### src/rtl/serial_subtractor.sv
`default_nettype none
//==============================================================================
// Module     : serial_subtractor
// Description: Bit-serial D = A - B - Bin, LSB first, one bit per clock, with a
//              start/done handshake. Define SERIAL_SUB_OVF_EN to add the
//              two's-complement overflow output V.
// Revision   : 1.0 - initial release
//==============================================================================
module serial_subtractor #(
    parameter int WIDTH = 8
) (
    input  logic             clk,
    input  logic             rst,
    input  logic             start,
    input  logic [WIDTH-1:0] A,
    input  logic [WIDTH-1:0] B,
    input  logic             Bin,
    output logic             busy,
    output logic             done,
    output logic [WIDTH-1:0] D,
    output logic             Bout
`ifdef SERIAL_SUB_OVF_EN
    ,
    output logic             V
`endif
);

    localparam int             CW         = $clog2(WIDTH);
    localparam logic [CW-1:0]  c_LAST_IDX = CW'(WIDTH - 1);

    typedef enum logic [1:0] {
        S_IDLE  = 2'd0,
        S_SHIFT = 2'd1,
        S_DONE  = 2'd2
    } state_t;

    state_t           r_state;
    state_t           w_state_next;
    logic [WIDTH-1:0] r_a_sh;
    logic [WIDTH-1:0] r_b_sh;
    logic [WIDTH-1:0] r_d_sh;
    logic             r_br;
    logic [CW-1:0]    r_cnt;
    logic             w_a;
    logic             w_b;
    logic             w_d;
    logic             w_br_next;

    // Full-subtractor cell on the current LSBs and the borrow register.
    assign w_a       = r_a_sh[0];
    assign w_b       = r_b_sh[0];
    assign w_d       = w_a ^ w_b ^ r_br;
    assign w_br_next = (~w_a & w_b) | (~(w_a ^ w_b) & r_br);

    assign busy = (r_state != S_IDLE);

    always_comb begin
        w_state_next = r_state;
        case (r_state)
            S_IDLE:  if (start) w_state_next = S_SHIFT;
            S_SHIFT: if (r_cnt == c_LAST_IDX) w_state_next = S_DONE;
            S_DONE:  w_state_next = S_IDLE;
            default: w_state_next = S_IDLE;
        endcase
    end

    always_ff @(posedge clk or posedge rst) begin
        if (rst) begin
            r_state <= S_IDLE;
        end else begin
            r_state <= w_state_next;
        end
    end

`ifdef SERIAL_SUB_OVF_EN
    // Borrow entering the MSB cell, remembered for the overflow flag.
    logic r_br_msb;

    always_ff @(posedge clk or posedge rst) begin
        if (rst) begin
            r_br_msb <= 1'b0;
            V        <= 1'b0;
        end else begin
            if (r_state == S_SHIFT) r_br_msb <= r_br;
            if (r_state == S_DONE)  V        <= r_br ^ r_br_msb;
        end
    end
`endif

    always_ff @(posedge clk or posedge rst) begin
        if (rst) begin
            r_a_sh <= '0;
            r_b_sh <= '0;
            r_d_sh <= '0;
            r_br   <= 1'b0;
            r_cnt  <= '0;
            done   <= 1'b0;
            D      <= '0;
            Bout   <= 1'b0;
        end else begin
            done <= (r_state == S_DONE);
            case (r_state)
                S_IDLE: begin
                    if (start) begin
                        r_a_sh <= A;
                        r_b_sh <= B;
                        r_br   <= Bin;
                        r_d_sh <= '0;
                        r_cnt  <= '0;
                    end
                end
                S_SHIFT: begin
                    r_a_sh <= r_a_sh >> 1;
                    r_b_sh <= r_b_sh >> 1;
                    r_d_sh <= {w_d, r_d_sh[WIDTH-1:1]};
                    r_br   <= w_br_next;
                    r_cnt  <= r_cnt + 1'b1;
                end
                S_DONE: begin
                    D    <= r_d_sh;
                    Bout <= r_br;
                end
                default: ;
            endcase
        end
    end

endmodule
`default_nettype wire
### config.mk
export PLATFORM = sky130hd
export DESIGN_NAME = serial_subtractor
export DESIGN_NICKNAME = d
export VERILOG_FILES = /design/src/rtl/serial_subtractor.sv
export SDC_FILE = /design/constraint.sdc
export NUM_CORES = 1
export LEC_CHECK = 0
export BUFFER_PORTS_ARGS = -buffer_cell sky130_fd_sc_hd__buf_4
export CAP_MARGIN = 20
export CORE_ASPECT_RATIO = 1.4
export CORE_UTILIZATION = 35
export DETAILED_ROUTE_END_ITERATION = 6
export GPL_TIMING_DRIVEN = 0
export PLACE_DENSITY = 0.57
export RECOVER_POWER = 50
export SYNTH_ARGS = -nofsm -noshare
export SYNTH_HDL_FRONTEND = slang
export SYNTH_SLANG_ARGS = --single-unit
### constraint.sdc
create_clock -name clk -period 1.5 [get_ports clk]
set_input_delay 0.075 -clock clk [delete_from_list [all_inputs] [get_ports clk]]
set_output_delay 0.075 -clock clk [all_outputs]
set_load 0.01 [all_outputs]
Word-level counts from Yosys, hierarchy flattened
Cells that the tools add are included.
{"block": "classes", "n_bitwise": 7, "n_mux": 13, "n_eq_ne": 5, "addsub": 1, "reduce_logical": 5}
{"operator": "8-bit case mux with 2 select lines", "n": 3}
{"operator": "8-bit 2-to-1 mux", "n": 3}
{"operator": "3-bit case mux with 2 select lines", "n": 1}
{"operator": "2-bit 2-to-1 mux", "n": 2}
{"operator": "2-bit inequality test, second input constant", "n": 2}
{"operator": "2-bit case mux with 2 select lines", "n": 1}
{"operator": "2-bit AND reduction", "n": 2}
{"operator": "2-bit nonzero test", "n": 2}
{"operator": "3-bit by 1-bit adder with 3-bit output, second input constant", "n": 1}
{"operator": "3-bit == test, second input constant", "n": 1}
{"operator": "3-bit 2-to-1 mux", "n": 1}
{"operator": "1-bit AND", "n": 2}
{"operator": "2-bit by 1-bit == test with 1-bit output, second input constant", "n": 1}
{"operator": "2-bit == test, second input constant", "n": 1}
{"operator": "2-bit zero test", "n": 1}
{"operator": "1-bit NOT", "n": 2}
{"operator": "1-bit case mux with 2 select lines", "n": 1}
{"operator": "1-bit XOR", "n": 2}
{"operator": "1-bit 2-to-1 mux", "n": 1}
{"operator": "1-bit bitwise OR", "n": 1}
{"block": "word_totals", "in_bits": 20, "elab_cells": 40, "register_bits": 40, "out_inout_bits": 11}

Longest topological paths before layout
{"block": "logic_depth", "depth_word": 5, "ltp_mapped": 4}

Worst setup path before layout
OpenSTA, ideal clock, no wires.
{"block": "synth_timing", "kind": "reg2reg", "from": "register r_state[0]", "to": "register Bout", "path_buffers": 2, "arrival_time_ns": 1.066, "path_slack_ns": 0.306, "path_stages_with_launch": 5, "t_required_ns": 1.372, "cell_sequence": "dfrtp_1 > buf_4 > nor2b_1 > buf_4 > mux2_1"}
{"block": "synth_between", "elab_chain_len": 1}
{"element": "from (decl)", "line": "37", "rtl": "state_t r_state;"}
{"element": "from (signal assigned)", "line": "71", "rtl": "r_state <= w_state_next;"}
{"element": "2-bit == test", "line": "102", "rtl": "case (r_state)"}
{"element": "to (signal assigned)", "line": "121", "rtl": "Bout <= r_br;"}
{"element": "to (decl)", "line": "21", "rtl": "output logic Bout"}
Every way passes these cells.
A chain may end at the register's enable or synchronous reset.

Final worst setup path
{"block": "layout_timing", "from": "register r_state[0]", "to": "output busy"}
{"block": "layout_between", "elab_chain_len": 1}
{"element": "2-bit nonzero test", "line": "55", "rtl": "assign busy = (r_state != S_IDLE);"}
{"element": "to (decl)", "line": "18", "rtl": "output logic busy,"}
Every way passes these cells.

==> results.yml <==
logic_synthesis:
  synthXorXnorAreaFrac_pct: 0
  syn_inst: 147
  yosys_warnings: 0
  synthAdderAreaFrac_pct: 2.50
  synth-seq-cells: 40
  syn-num-nets: 170
  synth_cell_types: 22
  async_reset_ff_share_pct: 100
  synth_top_family_by_area: "compound AO/OA/AOI/OAI gates"
  synth_edf_count: 0
  synth_compound_area_share_pct: 14.0
  yosys.area_share.simple_pct: 13.9
  synth_area_per_cell_um2: 12.3
  synth_area_leaders: "dfrtp_1 55%, nor4b_1 6.8%, mux2_1 5.6%"
  synth_largest_area_cell: "dfrtp_1"
  synthesis.area_um2: 1800
  muxShareOfSynthArea_pct: 6.24
  ys.flop_type: "dfrtp_1"
  yosysTopAreaCellShare_pct: 55.5
  yosysSeqAreaShare_pct: 55.5
  synth_top_cells_by_count: "40 x dfrtp_1, 17 x inv_1, 14 x nor4b_1, 10 x a22o_1"
  yosysMostFrequentCell: "dfrtp_1"
clock_tree:
  cts_tree: "yes"
  htreeDepth: 2
  clock_path_buffers: 2
  cts_setup_buffers: 0
  cts_root_buf: "clkbuf_8"
  cts_buffers: 5
  cts_sinks: 40
  clk_pin_slew_ns: 0.07
  clk_latency_ns: 0.29
pwr:
  comb_power_share_pct: 38.1
  power_switching_mw: 1.46
  internal-power_mw: 2.71
  power_density_nw_per_um2: 1920
  leakage_nw: 0.983
  power_frac_seq_pct: 44.6
  peakVddDrop_uv: 897
  power.share.clock_pct: 17.3
  switching_share_pct: 34.9
floorplan:
  die_h_um: 87.0
  dieWidth_um: 62.7
  dieArea_um2: 5450
  initial_core_util_pct: 36.7
  placementRows: 30
  io_pins: 31
  core_um2: 4920
worst_setup_path:
  crit_required_ns: 1.42
  worstSetupPathType: "flip-flop to output port"
  crit_path_max_fanout: 10
  critPathArrivalTime_ns: 1.33
  crit_chain: "buf_4, buf_4, nor2_4, inv_1, buf_4"
  worst_path_largest_cell_delay_ns: 0.37
  crit_buf_inv: 4
  start_kind: "flip-flop"
  critPathTopFamily: "buffers and inverters"
  slowest_stage: "dfrtp_1"
  cp-end-kind: "output port"
  critPathMostFrequentCell: "buf_4"
timing:
  setup_viol: 0
  skew_ns: 0.00575
  finalSetupTns_ns: 0
  rsz0062_at_grt: "false"
  max_slew_margin_pct: 44.9
  drv_slew: 0
  tightest_slew_ns: 0.825
  max_freq_mhz: 713
  hold_violations: 0
  period_needed_ns: 1.40
  fin_crit_sh_pct: 93.5
  finalHoldWorstSlack_ns: 0.0370
detailed_routing:
  dr.first_iter.drc_count: 84
  ant_nets: 0
  drtPass1Iterations: 4
  routed_wl_mm: 3.60
  post-route-drc-count: 0
  vias_per_cell: 5.08
  routedWlPerCell_um: 14.4
  vias: 1266
global_route:
  grt_pass1_wl_mm: 6.31
  grt_usage_pct: 14.9
  grt_pass1_vias: 1335
  grt_max_degree: 41
  gr-total-overflow: 0
  antenna_found_initial: 0
run:
  maxCapViolations: 0
place:
  dp_hpwl_mm: 2.47
  io_buffers: 29
  place_congestion: 0.716
hold_path:
  hp-class: "primary input to flip-flop"
finish:
  diodes: 0
  fin_util_pct: 44.2
  fin_nets: 207
  area_growth_pct: 20.5
  drive_gt1_share_pct: 23.2
  fill_cells: 492
run_status:
  status: "finished, final reports clean"
==> power groups by stage <==
| stage | registers [mW] | clock network, mW | logic [mW] |
|---|---|---|---|
| global placement | 1.86 | 0 | 1.65 |
| CTS | 1.87 | 0.749 | 1.70 |
| finish | 1.86 | 0.723 | 1.59 |
| floorplan | 1.87 | 0 | 1.13 |
| global route | 1.92 | 0.807 | 1.78 |
| detailed placement | 1.89 | 0 | 1.69 |
==> registers in the layout (all words and copies together), names as in the netlist <==
register and flops:
D 8, r_a_sh 8, r_b_sh 8, r_d_sh 8, r_cnt 3, r_state 2, Bout 1, done 1
r_br 1
==> metrics by stage <==
step	instances	power [mW]	worst slack [ns]	area, um2
after floorplan	147	3.00	0.306	1800
after global placement	240	3.51	-0.0159	2100
after detailed placement	240	3.58	0.201	2100
after CTS	249	4.32	0.0159	2210
after global routing	249	4.51	0.0201	2170
final	249	4.17	0.0979	2170
==> kinds of logic after synthesis <==
group	after synthesis
fa+ha+maj	3
compound gates	29
buf+inv	30
simple gates	35
flops	40
mux	10
==> path summary, 6_finish.rpt <==
path	start	end	slack, ns	cells after the start
max	r_state[0]$_DFFE_PP0P_	busy	0.1	5
min	A[7]	r_a_sh[7]$_DFFE_PP0P_	0.04	2
max reg2reg	r_state[0]$_DFFE_PP0P_	r_b_sh[1]$_DFFE_PP0P_	0.21	4
min reg2reg	D[1]$_DFFE_PP0P_	D[1]$_DFFE_PP0P_	0.49	1
max in group asynchronous	rst	r_b_sh[1]$_DFFE_PP0P_	0.46	3
min in group asynchronous	rst	r_cnt[0]$_DFFE_PP0P_	0.52	3
==> cell type report <==
type / instances / area, um2 / share of cell area [%]
Clock buffer: 6 / 82.6 / 3.80
Clock inverter: 2 / 10.0 / 0.460
Multi-Input combinational cell: 77 / 668 / 30.7
Buffer: 13 / 78.8 / 3.62
Sequential cell: 40 / 1000 / 46.0
Timing Repair Buffer: 30 / 190 / 8.75
Tap cell: 64 / 80.1 / 3.68
Inverter: 17 / 63.8 / 2.93
==> routing by layer <==
layer  track usage (%)  up-vias  share of wire, %
met5                 0        -                 0
met2              24.5       31                50
met4              5.29        0               1.4
li1                  -      604                 -
met1              19.0      625                44
met3              3.80        6               4.8
==> what timing repair did <==
item,CTS,global route
hold endpoints to repair,40,0
setup endpoints to repair,1,1
resized for setup,1,1
hold buffers,1,0
==> layout by cell type (no fill, tap or decap), types with 2 or more instances in the layout <==
master | Yosys | final
buf_2 | 6 | 6
mux2_1 | 9 | 9
nor2b_1 | 3 | 3
nor3b_1 | 9 | 9
inv_1 | 17 | 16
a221oi_1 | 5 | 5
nand2b_1 | 2 | 2
clkbuf_1 | 1 | 11
buf_4 | 6 | 24
nor2_1 | 6 | 5
a22o_1 | 10 | 10
nor4b_1 | 14 | 14
ha_1 | 2 | 2
clkbuf_8 | 0 | 6
a211oi_1 | 9 | 9
a32o_1 | 2 | 2
dfrtp_1 | 40 | 40
clkinv_2 | 0 | 2
No activity file was read; power rests on OpenSTA's default activity.
